==> src/rtl/as_pack.sv <==
// ----------------------------------------------------------------------------
// as_pack
// Shared definitions for the JTAG instruction-memory loader.
//   - I-Mem frame geometry (address bits, instruction bits, scan length)
//   - JTAG instruction codes understood by the TAP
//   - tap_state_t: the 16 IEEE 1149.1 TAP states, using the customary
//     4-bit encodings so a logic analyser trace reads like the standard
//   - tap_next(): the TMS transition table
// ----------------------------------------------------------------------------
package as_pack;

    localparam int imem_addr_width = 10;
    localparam int instr_width     = 32;
    // Frame = {addr, data, we}
    localparam int im_scan_length  = imem_addr_width + instr_width + 1;

    localparam logic [7:0] JTAG_IMEM_LOAD = 8'h80;
    localparam logic [7:0] JTAG_IDCODE    = 8'h01;
    localparam logic [7:0] JTAG_BYPASS    = 8'hFF;

    typedef enum logic [3:0] {
        TAP_EX2_DR = 4'h0,
        TAP_EX1_DR = 4'h1,
        TAP_SH_DR  = 4'h2,
        TAP_PA_DR  = 4'h3,
        TAP_SEL_IR = 4'h4,
        TAP_UPD_DR = 4'h5,
        TAP_CAP_DR = 4'h6,
        TAP_SEL_DR = 4'h7,
        TAP_EX2_IR = 4'h8,
        TAP_EX1_IR = 4'h9,
        TAP_SH_IR  = 4'hA,
        TAP_PA_IR  = 4'hB,
        TAP_RTI    = 4'hC,
        TAP_UPD_IR = 4'hD,
        TAP_CAP_IR = 4'hE,
        TAP_TLR    = 4'hF
    } tap_state_t;

    // Standard TAP transition table. From any state, five TMS=1 edges
    // land in TLR because every "1" arc moves one step closer to it.
    function automatic tap_state_t tap_next(input tap_state_t s, input logic tms);
        tap_state_t n;
        case (s)
            TAP_TLR:    n = tms ? TAP_TLR    : TAP_RTI;
            TAP_RTI:    n = tms ? TAP_SEL_DR : TAP_RTI;
            TAP_SEL_DR: n = tms ? TAP_SEL_IR : TAP_CAP_DR;
            TAP_CAP_DR: n = tms ? TAP_EX1_DR : TAP_SH_DR;
            TAP_SH_DR:  n = tms ? TAP_EX1_DR : TAP_SH_DR;
            TAP_EX1_DR: n = tms ? TAP_UPD_DR : TAP_PA_DR;
            TAP_PA_DR:  n = tms ? TAP_EX2_DR : TAP_PA_DR;
            TAP_EX2_DR: n = tms ? TAP_UPD_DR : TAP_SH_DR;
            TAP_UPD_DR: n = tms ? TAP_SEL_DR : TAP_RTI;
            TAP_SEL_IR: n = tms ? TAP_TLR    : TAP_CAP_IR;
            TAP_CAP_IR: n = tms ? TAP_EX1_IR : TAP_SH_IR;
            TAP_SH_IR:  n = tms ? TAP_EX1_IR : TAP_SH_IR;
            TAP_EX1_IR: n = tms ? TAP_UPD_IR : TAP_PA_IR;
            TAP_PA_IR:  n = tms ? TAP_EX2_IR : TAP_PA_IR;
            TAP_EX2_IR: n = tms ? TAP_UPD_IR : TAP_SH_IR;
            TAP_UPD_IR: n = tms ? TAP_SEL_DR : TAP_RTI;
            default:    n = TAP_TLR;
        endcase
        return n;
    endfunction

endpackage

==> src/rtl/as_sync_edge.sv <==
// ----------------------------------------------------------------------------
// as_sync_edge
// Two-flop synchroniser for a slow asynchronous clock-like input, followed by
// an edge detector. Produces single-cycle rise/fall pulses in the i_clk
// domain. The input must stay stable for at least two i_clk periods per
// level for both edges to be seen.
// Ports:
//   i_clk   in  sampling clock
//   i_rst   in  synchronous active-high reset (all flops to 0)
//   i_d     in  asynchronous input
//   o_rise  out one-cycle pulse on a synchronised 0->1 transition
//   o_fall  out one-cycle pulse on a synchronised 1->0 transition
// ----------------------------------------------------------------------------
module as_sync_edge (
    input  logic i_clk,
    input  logic i_rst,
    input  logic i_d,
    output logic o_rise,
    output logic o_fall
);

    logic r_meta;
    logic r_sync;
    logic r_prev;

    always_ff @(posedge i_clk) begin
        if (i_rst) begin
            r_meta <= 1'b0;
            r_sync <= 1'b0;
            r_prev <= 1'b0;
        end else begin
            r_meta <= i_d;
            r_sync <= r_meta;
            r_prev <= r_sync;
        end
    end

    assign o_rise = r_sync & ~r_prev;
    assign o_fall = ~r_sync & r_prev;

endmodule

==> src/rtl/as_jtag_tap_imem.sv <==
// ----------------------------------------------------------------------------
// as_jtag_tap_imem
// JTAG TAP responder that lets an external host write the instruction memory.
// TCK is oversampled on clk_i, so everything below runs in the clk_i domain.
// Supported instructions: IMEM_LOAD (8'h80), IDCODE (8'h01), anything else
// behaves as BYPASS.
//
// Ports:
//   clk_i        in   core clock, at least 4x TCK
//   rst_i        in   synchronous active-high reset
//   tck_i        in   JTAG clock (asynchronous)
//   trst_i       in   JTAG reset, active-high, synchronised here
//   tms_i        in   JTAG mode select
//   tdi_i        in   JTAG serial data in
//   tdo_o        out  JTAG serial data out, updated on synchronised TCK fall
//   imAddr_o     out  I-Mem write address
//   imData_o     out  I-Mem write data
//   imWe_o       out  I-Mem write strobe
//   o_dbg_state  out  current TAP state (tap_state_t encoding)
//
// I-Mem write interface: imWe_o is a one-cycle strobe with no back-pressure.
// imAddr_o/imData_o are valid whenever imWe_o is high and hold their value
// until the next write (or TAP reset), so the sink just captures on imWe_o.
// ----------------------------------------------------------------------------
module as_jtag_tap_imem
    import as_pack::*;
#(
    parameter int          IR_WIDTH        = 8,
    parameter int          IMEM_ADDR_WIDTH = imem_addr_width,
    parameter int          INSTR_WIDTH     = instr_width,
    parameter logic [31:0] IDCODE_VAL      = 32'h0000_0001
) (
    input  logic                       clk_i,
    input  logic                       rst_i,
    input  logic                       tck_i,
    input  logic                       trst_i,
    input  logic                       tms_i,
    input  logic                       tdi_i,
    output logic                       tdo_o,
    output logic [IMEM_ADDR_WIDTH-1:0] imAddr_o,
    output logic [INSTR_WIDTH-1:0]     imData_o,
    output logic                       imWe_o,
    output logic [3:0]                 o_dbg_state
);

    localparam int N = IMEM_ADDR_WIDTH + INSTR_WIDTH + 1;

    // The IDCODE LSB is architecturally 1 regardless of the parameter.
    localparam logic [31:0] IDCODE_FIXED = {IDCODE_VAL[31:1], 1'b1};

    // ------------------------------------------------------------------
    // Synchronisers
    // ------------------------------------------------------------------
    logic w_tck_r;
    logic w_tck_f;

    as_sync_edge u_tck_sync (
        .i_clk  (clk_i),
        .i_rst  (rst_i),
        .i_d    (tck_i),
        .o_rise (w_tck_r),
        .o_fall (w_tck_f)
    );

    // {trst, tms, tdi}: same two-flop depth as TCK so TMS/TDI line up with
    // the detected TCK edge.
    logic [2:0] r_pin_meta;
    logic [2:0] r_pin_sync;

    always_ff @(posedge clk_i) begin
        if (rst_i) begin
            r_pin_meta <= 3'b000;
            r_pin_sync <= 3'b000;
        end else begin
            r_pin_meta <= {trst_i, tms_i, tdi_i};
            r_pin_sync <= r_pin_meta;
        end
    end

    logic w_trst;
    logic w_tms;
    logic w_tdi;

    assign w_trst = r_pin_sync[2];
    assign w_tms  = r_pin_sync[1];
    assign w_tdi  = r_pin_sync[0];

    // ------------------------------------------------------------------
    // TAP state machine
    // ------------------------------------------------------------------
    tap_state_t r_state;
    tap_state_t w_next;

    assign w_next = tap_next(r_state, w_tms);

    // rst_i has priority, so a TCK edge coinciding with reset is dropped.
    always_ff @(posedge clk_i) begin
        if (rst_i || w_trst) begin
            r_state <= TAP_TLR;
        end else if (w_tck_r) begin
            r_state <= w_next;
        end
    end

    assign o_dbg_state = r_state;

    // ------------------------------------------------------------------
    // Instruction / data registers
    // ------------------------------------------------------------------
    logic [IR_WIDTH-1:0]        r_ir;
    logic [IR_WIDTH-1:0]        r_ir_sh;
    logic [N-1:0]               r_dr_imem;
    logic [31:0]                r_dr_id;
    logic                       r_dr_byp;
    logic [IMEM_ADDR_WIDTH-1:0] r_addr;
    logic [INSTR_WIDTH-1:0]     r_data;
    logic                       r_we;
    logic                       r_tdo;

    logic w_sel_imem;
    logic w_sel_id;
    logic w_dr_out;
    logic w_clear;

    assign w_sel_imem = (r_ir == IR_WIDTH'(JTAG_IMEM_LOAD));
    assign w_sel_id   = (r_ir == IR_WIDTH'(JTAG_IDCODE));

    // Bit presented on TDO while in SH_DR. IMEM_LOAD shifts MSB-first,
    // IDCODE and BYPASS shift LSB-first.
    always_comb begin
        w_dr_out = r_dr_byp;
        if (w_sel_imem) begin
            w_dr_out = r_dr_imem[N-1];
        end else if (w_sel_id) begin
            w_dr_out = r_dr_id[0];
        end
    end

    // Test-Logic-Reset holds every register at its reset value, which also
    // covers a pending trst. Nothing happens in TLR, so holding is
    // equivalent to clearing on entry.
    assign w_clear = w_trst || (r_state == TAP_TLR);

    always_ff @(posedge clk_i) begin
        if (rst_i || w_clear) begin
            r_ir      <= IR_WIDTH'(JTAG_IDCODE);
            r_ir_sh   <= '0;
            r_dr_imem <= '0;
            r_dr_id   <= '0;
            r_dr_byp  <= 1'b0;
            r_addr    <= '0;
            r_data    <= '0;
            r_we      <= 1'b0;
            r_tdo     <= 1'b0;
        end else begin
            r_we <= 1'b0;

            // Actions belong to the state being left on this TCK rise.
            if (w_tck_r) begin
                case (r_state)
                    TAP_CAP_IR: begin
                        r_ir_sh <= IR_WIDTH'(1);
                    end
                    TAP_SH_IR: begin
                        r_ir_sh <= {w_tdi, r_ir_sh[IR_WIDTH-1:1]};
                    end
                    TAP_EX1_IR, TAP_EX2_IR: begin
                        // TMS=1 here enters UPD_IR.
                        if (w_tms) begin
                            r_ir <= r_ir_sh;
                        end
                    end
                    TAP_CAP_DR: begin
                        if (w_sel_imem) begin
                            // Read-back of the last committed write.
                            r_dr_imem <= {r_addr, r_data, 1'b0};
                        end else if (w_sel_id) begin
                            r_dr_id <= IDCODE_FIXED;
                        end else begin
                            r_dr_byp <= 1'b0;
                        end
                    end
                    TAP_SH_DR: begin
                        if (w_sel_imem) begin
                            r_dr_imem <= {r_dr_imem[N-2:0], w_tdi};
                        end else if (w_sel_id) begin
                            r_dr_id <= {w_tdi, r_dr_id[31:1]};
                        end else begin
                            r_dr_byp <= w_tdi;
                        end
                    end
                    TAP_EX1_DR, TAP_EX2_DR: begin
                        // Entering UPD_DR: commit the frame if its we bit is
                        // set. The strobe shows up on the following cycle.
                        if (w_tms && w_sel_imem && r_dr_imem[0]) begin
                            r_addr <= r_dr_imem[N-1 -: IMEM_ADDR_WIDTH];
                            r_data <= r_dr_imem[INSTR_WIDTH:1];
                            r_we   <= 1'b1;
                        end
                    end
                    default: begin
                    end
                endcase
            end

            if (w_tck_f) begin
                if (r_state == TAP_SH_IR) begin
                    r_tdo <= r_ir_sh[0];
                end else if (r_state == TAP_SH_DR) begin
                    r_tdo <= w_dr_out;
                end else begin
                    r_tdo <= 1'b0;
                end
            end
        end
    end

    assign tdo_o    = r_tdo;
    assign imAddr_o = r_addr;
    assign imData_o = r_data;
    assign imWe_o   = r_we;

endmodule

==> config.mk <==
export PLATFORM = sky130hd
export DESIGN_NAME = as_jtag_tap_imem
export DESIGN_NICKNAME = d
export VERILOG_FILES = /design/src/rtl/as_pack.sv /design/src/rtl/as_sync_edge.sv /design/src/rtl/as_jtag_tap_imem.sv
export SDC_FILE = /design/constraint.sdc
export NUM_CORES = 1
export LEC_CHECK = 0
export BUFFER_PORTS_ARGS = -buffer_cell sky130_fd_sc_hd__buf_4
export CAP_MARGIN = 30
export CORE_MARGIN = 10
export CORE_UTILIZATION = 53
export CTS_BUF_LIST = sky130_fd_sc_hd__clkbuf_4 sky130_fd_sc_hd__clkbuf_8 sky130_fd_sc_hd__clkbuf_16
export DETAILED_ROUTE_END_ITERATION = 8
export PLACE_DENSITY = 0.75
export SLEW_MARGIN = 0
export SYNTH_ARGS = -nofsm -noshare
export SYNTH_HDL_FRONTEND = slang
export SYNTH_HIERARCHICAL = 1
export SYNTH_SLANG_ARGS = --single-unit
==> constraint.sdc <==
create_clock -name clk_i -period 1.98 [get_ports clk_i]
set_clock_uncertainty 0.05 [all_clocks]
set_input_delay 0.297 -clock clk_i [delete_from_list [all_inputs] [get_ports clk_i]]
set_output_delay 0.297 -clock clk_i [all_outputs]
set_load 0.005 [all_outputs]
# Yosys cells after proc, flatten, opt, wreduce, memory -nomap -nowiden
# Index checks and enable logic that the tools add are counted.
totals:
  output_inout_bits: 48
  mem_count: 0
  input_bits: 6
  ram_bits: 0
  elab_cells: 98
  romBits: 0
  latchBits: 0
  ff_bits: 149
classes:
  muxes: 32
  reduce_logical: 20
  bitwise: 6
  n_shift: 0
  n_lt_le_gt_ge: 0
  mul: 0
  addsub: 0
  n_eq_ne: 25
  div_mod_pow: 0
ops:
  columns: ["op", "count"]
  rows:
  - ["$mux 32", 4]
  - ["$mux 43", 2]
  - ["$pmux 43 s2", 1]
  - ["$pmux 32 s2", 1]
  - ["$pmux 4 s12", 1]
  - ["$eq 4x4->1 const B", 8]
  - ["$eq 4x3->1 const B", 4]
  - ["$ne 2x2->1 const B", 8]
  - ["$pmux 8 s2", 1]
  - ["$mux 2", 6]
  - ["$mux 3", 4]
  - ["$reduce_and 6->1", 2]
  - ["$mux 1", 10]
  - ["$eq 4x2->1 const B", 2]
  - ["$eq 8x1->1 const B", 1]
  - ["$eq 8x8->1 const B", 1]
  - ["$reduce_or 2->1", 4]
  - ["$reduce_and 3->1", 2]
  - ["$reduce_or 3->1", 2]
  - ["$eq 4x1->1 const B", 1]
  - ["$logic_not 4->1", 1]
  - ["$mux 4", 1]
  - ["$not 1->1", 4]
  - ["$reduce_and 4->1", 1]
  - ["6 further kinds", 11]

# Depth between registers and ports, before layout
logic_depth:
  depth_word: 5
  ltp_mapped: 9
  depth_no_buf: 5

# By module
# Netlist, hierarchy kept.
modules_own_cells:
  columns: ["module", "area_each_um2", "cells_each", "instances", "seq_area_each_um2"]
  rows:
  - ["as_jtag_tap_imem", 5830.6, 619, 1, 2922.8]
  - ["as_sync_edge", 91.3, 8, 1, 60.1]

# Worst setup path after synthesis
# Ideal clock, no wire load.
synth_timing:
  path_kind: "register -> register"
  from: "register u_tck_sync.r_sync"
  to: "register r_dr_id[13]"
  setup_time_ps: 132
  slack_ps: -36
  path_buffers: 3
  synth_period_minus_slack_ps: 2016
  required_time_ps: 1798
  t_arrival_ps: 1833
  path_stages_with_launch: 9
  cell_sequence: "dfxtp_1 nor2b_1 buf_2 nand4bb_1 or4_1 clkbuf_1 buf_6 nand2_1 a21oi_1"
synth_between:
  elab_chain_cells: 2
synth_rtl:
  columns: ["element", "line", "rtl"]
  rows:
  - ["from (decl)", "as_sync_edge.sv:23", "logic r_sync;"]
  - ["from (signal assigned)", "as_sync_edge.sv:33", "r_sync <= r_meta;"]
  - ["$and 1x1->1", "as_sync_edge.sv:38", "assign o_rise = r_sync & ~r_prev;"]
  - ["via w_tck_r", "as_jtag_tap_imem.sv:54", "logic w_tck_r;"]
  - ["$reduce_and 6->1 (no line)", null, null]
  - ["to (signal assigned)", "as_jtag_tap_imem.sv:187", "r_dr_id <= {w_tdi, r_dr_id[31:1]};"]
  - ["to (decl)", "as_jtag_tap_imem.sv:113", "logic [31:0] r_dr_id;"]
# The timed path passes the listed nets, and every way through them passes these cells.
# A chain may end at the register's enable or synchronous reset.

# Worst setup path after layout
layout_timing:
  from: "register r_ir[4]"
  to: "register r_dr_imem[40]"
layout_between:
  elab_chain_cells: 3
  word_cells_on_any_way: 4
  cone_classes: "3 x eq/ne; 1 x reduce/logical"
layout_rtl:
  columns: ["element", "line", "rtl"]
  rows:
  - ["from (decl)", "as_jtag_tap_imem.sv:110", "logic [IR_WIDTH-1:0] r_ir;"]
  - ["from (signal assigned)", "as_jtag_tap_imem.sv:146", "r_ir <= IR_WIDTH'(JTAG_IDCODE);"]
  - ["from (signal assigned)", "as_jtag_tap_imem.sv:170", "r_ir <= r_ir_sh;"]
  - ["$eq 8x8->1 *", "as_jtag_tap_imem.sv:125", "assign w_sel_imem = (r_ir == IR_WIDTH'(JTAG_IMEM_LOAD));"]
  - ["$ne 2x2->1 (no line)", null, null]
  - ["$reduce_and 4->1 (no line) *", null, null]
  - ["to (signal assigned)", "as_jtag_tap_imem.sv:176", "r_dr_imem <= {r_addr, r_data, 1'b0};"]
  - ["to (signal assigned)", "as_jtag_tap_imem.sv:185", "r_dr_imem <= {r_dr_imem[N-2:0], w_tdi};"]
  - ["to (decl)", "as_jtag_tap_imem.sv:112", "logic [N-1:0] r_dr_imem;"]
# Mark *: on every way between the ends. The rest lies on a longest branch, timed or not.

==> results.py <==
metrics = {
    "setup_path": {
        "regToRegStartpoint": "r_ir[4]",
        "worstRegToRegCells": 7,
        "cp-start-kind": "register",
        "crit_required_ns": 2.36,
        "r2r_setup_slack_ns": -0.03,
        "rr_endpoint": "r_dr_imem[40]",
        "arrival_ns": 2.39,
        "endpoint_kind": "register",
        "critPathMaxFanout": 8,
        "path_class": "reg -> reg",
    },
    "detailed_routing": {
        "drtIter0Drc": 365,
        "finalWirelength_um": 13800,
        "antenna_left": 0,
        "drc": 0,
        "dr.pass1.iters": 5,
        "num_vias": 4719,
        "avgViaCountPerCell": 5.51,
        "wl_per_cell_um": 16.1,
    },
    "min_path": {
        "min_to": "u_tck_sync/r_sync",
        "hold_class": "reg -> reg",
        "min_path_cells": 1,
        "min_from": "u_tck_sync/r_meta",
    },
    "placement": {
        "numPortBuffers": 53,
        "routabilityCongestion": 0.800,
        "place_area_um2": 6590,
        "hpwlAfterDp_um": 7550,
        "pre_cts_ws_ns": -0.0831,
    },
    "synthesis": {
        "synth_seq_area_share": 0.504,
        "syn_inst": 627,
        "avgSynthCellArea_um2": 9.44,
        "ys_warn_count": 6,
        "synth_cell_types": 40,
        "syn_nets": 633,
        "ys_ff_latch": 149,
        "syn-cell-area_um2": 5920,
    },
    "timing": {
        "setup_tns_ns": -0.0310,
        "tightestPinTransition_ns": 0.400,
        "fin_ws_ns": -0.0298,
        "fmax_mhz": 498,
        "fin_crit_ns": 2.01,
        "setup_viol": 2,
        "drv_slew": 0,
        "hold_viol": 0,
        "period_share": 1.02,
        "rsz0062_at_grt": "true",
        "max_slew_margin": 0.731,
    },
    "floorplan": {
        "die_x_um": 126,
        "die-area_um2": 15800,
        "initial_core_util": 0.544,
        "core.rowCount": 38,
        "die_h_um": 126,
        "io_pins": 54,
        "coreArea_um2": 10900,
    },
    "cts": {
        "cts_inserted_buffers": 17,
        "h-tree-depth": 4,
        "cts_buffer_depth": 2,
        "cts_num_sinks": 149,
        "clkTransAtPathRegs_ns": 0.06,
        "worstSkewPairLatency_ns": 0.53,
        "cts_tree": "done",
        "ctsRootBufferMaster": "clkbuf_8",
    },
    "power_and_ir_drop": {
        "p_per_area_nw_per_um2": 848,
        "peakVddDrop_mv": 0.596,
        "p_leak_nw": 2.87,
    },
    "final_layout": {
        "layout-drive-gt1-share": 0.239,
        "mostFrequentLayoutCells": "dfxtp_1 (148), nor2_1 (94), mux2i_1 (88)",
        "multi_input_area_um2": 2790,
        "nets": 709,
        "seq_area_um2": 2980,
        "design_area_um2": 7680,
        "final_common_cell": "dfxtp_1",
        "n_antenna_cell": 0,
        "nFillCells": 785,
        "utilization": 0.706,
        "area_growth_syn_to_layout_pct": 29.8,
    },
    "global_routing": {
        "grt_pass1_vias": 4540,
        "grt_pass1_wl_um": 21600,
        "grt_max_degree": 72,
        "antenna_found_initial": 0,
        "gr-usage-all-layers": 0.160,
        "grt.overflow.total": 0,
    },
    "status": {
        "status": "complete, but fails checks",
        "failed_checks": "setup timing",
    },
    "flow_run": {
        "max_cap_violations": 0,
    },
}
==> per-stage QoR <==
step | total power [mW] | hold WS [ns] | std cells
after floorplan | 3.15 | 0.319 | 627
after global placement | 3.20 | 0.371 | 796
after detailed placement | 3.20 | 0.375 | 796
after CTS | 6.54 | 0.387 | 843
after global routing | 6.68 | 0.402 | 856
final | 6.52 | 0.384 | 856
==> where the power goes <==
part           leakage, nW  internal, mW  switching, mW  total, mW
Clock                0.294          2.11           1.25       3.36
Combinational         1.37        0.0568         0.0846      0.141
Sequential            1.20          3.01        0.00732       3.02
Total                 2.87          5.17           1.34       6.52
==> final cells by class <==
class,count,area share
Clock inverter,12,0.0231
Multi-Input combinational cell,423,0.363
Tap cell,140,0.0228
Sequential cell,149,0.388
Timing Repair Buffer,110,0.144
Inverter,2,0.000977
Clock buffer,20,0.0576
==> state kept, by name, indices dropped and copies added (netlist names) <==
| register | cells |
|---|---|
| r_ir | 8 |
| u_tck_sync/r_meta | 1 |
| u_tck_sync/r_sync | 1 |
| r_pin_meta | 3 |
| r_dr_imem | 43 |
| imData_o | 32 |
| r_ir_sh | 8 |
| imWe_o | 1 |
| imAddr_o | 10 |
| o_dbg_state | 4 |
| tdo_o | 1 |
| r_pin_sync | 3 |
| r_dr_byp | 1 |
| u_tck_sync/r_prev | 1 |
| r_dr_id | 32 |
==> worst max-delay path: stages, from the launching register on <==
cell and delay, ns:
dfxtp_2 0.33, or4_4 0.51, buf_6 0.15, nor4_4 0.25, buf_4 0.21, buf_12 0.13
nor2_1 0.05, a211oi_1 0.24
==> routing by layer <==
metal / GRT usage / share of wire / vias to the layer above
li1: - / - / 2334
met5: 0 / 0 / -
met2: 0.252 / 0.49 / 97
met4: 0.0705 / 0.015 / 0
met1: 0.196 / 0.45 / 2267
met3: 0.0499 / 0.049 / 21
==> synthesized netlist by cell type (all sizes together) <==
| library cell | count | area (um2) |
|---|---|---|
| inv | 2 | 7.51 |
| nor2 | 100 | 375 |
| xor2 | 1 | 8.76 |
| a32o | 1 | 10.0 |
| o21a | 1 | 7.51 |
| a21boi | 1 | 7.51 |
| nor3 | 3 | 15.0 |
| nor4bb | 2 | 20.0 |
| nand3b | 1 | 7.51 |
| nand2 | 49 | 184 |
| a211oi | 42 | 365 |
| o21ai | 5 | 25.0 |
| dfxtp | 149 | 2980 |
| nand3 | 40 | 200 |
| or2 | 1 | 6.26 |
| nor4 | 3 | 48.8 |
| mux2i | 88 | 881 |
| buf | 33 | 183 |
| nand2b | 3 | 18.8 |
| a221o | 1 | 10.0 |
| clkbuf | 20 | 75.1 |
| or4b | 1 | 10.0 |
| nor4b | 1 | 8.76 |
| o41ai | 1 | 8.76 |
| or4 | 2 | 18.8 |
| nor2b | 12 | 75.1 |
| nand4bb | 1 | 11.3 |
| o211ai | 2 | 15.0 |
| a32oi | 1 | 8.76 |
| nand4 | 2 | 12.5 |
| nand4b | 1 | 8.76 |
| a31oi | 2 | 12.5 |
| nor3b | 7 | 52.6 |
| a21oi | 48 | 240 |
==> worst max path at each step <==
stage / start / end / slack (ns) / depth (start not counted)
2_1_floorplan: u_tck_sync/r_sync / r_dr_id[13] / 0.03 / 8
3_3_place_gp: r_ir[3] / r_dr_imem[38] / 0.007 / 6
3_5_place_dp: r_ir[4] / r_dr_imem[9] / -0.08 / 7
4_1_cts: r_ir[4] / r_dr_imem[4] / 0.0004 / 7
5_1_grt: r_ir[4] / r_dr_imem[40] / -0.11 / 7
6_report: r_ir[4] / r_dr_imem[40] / -0.03 / 7
==> kinds of logic after synthesis <==
| kind of cell | synth area share |
|---|---|
| AND/OR/NAND/NOR | 0.181 |
| AO/OA/AOI/OAI | 0.120 |
| flip-flops | 0.504 |
| multiplexers | 0.149 |
| XOR/XNOR | 0.00148 |
| buffers and inverters | 0.0448 |
==> what timing repair did <==
item	CTS	global route
gates resized for setup	15	18
setup endpoints to repair	40	115
endpoints found under the hold margin	9	0
buffers inserted	3	9
hold buffers	9	0
pin swaps	3	5
gates cloned	3	5
Power figures use the tool's default switching activity.
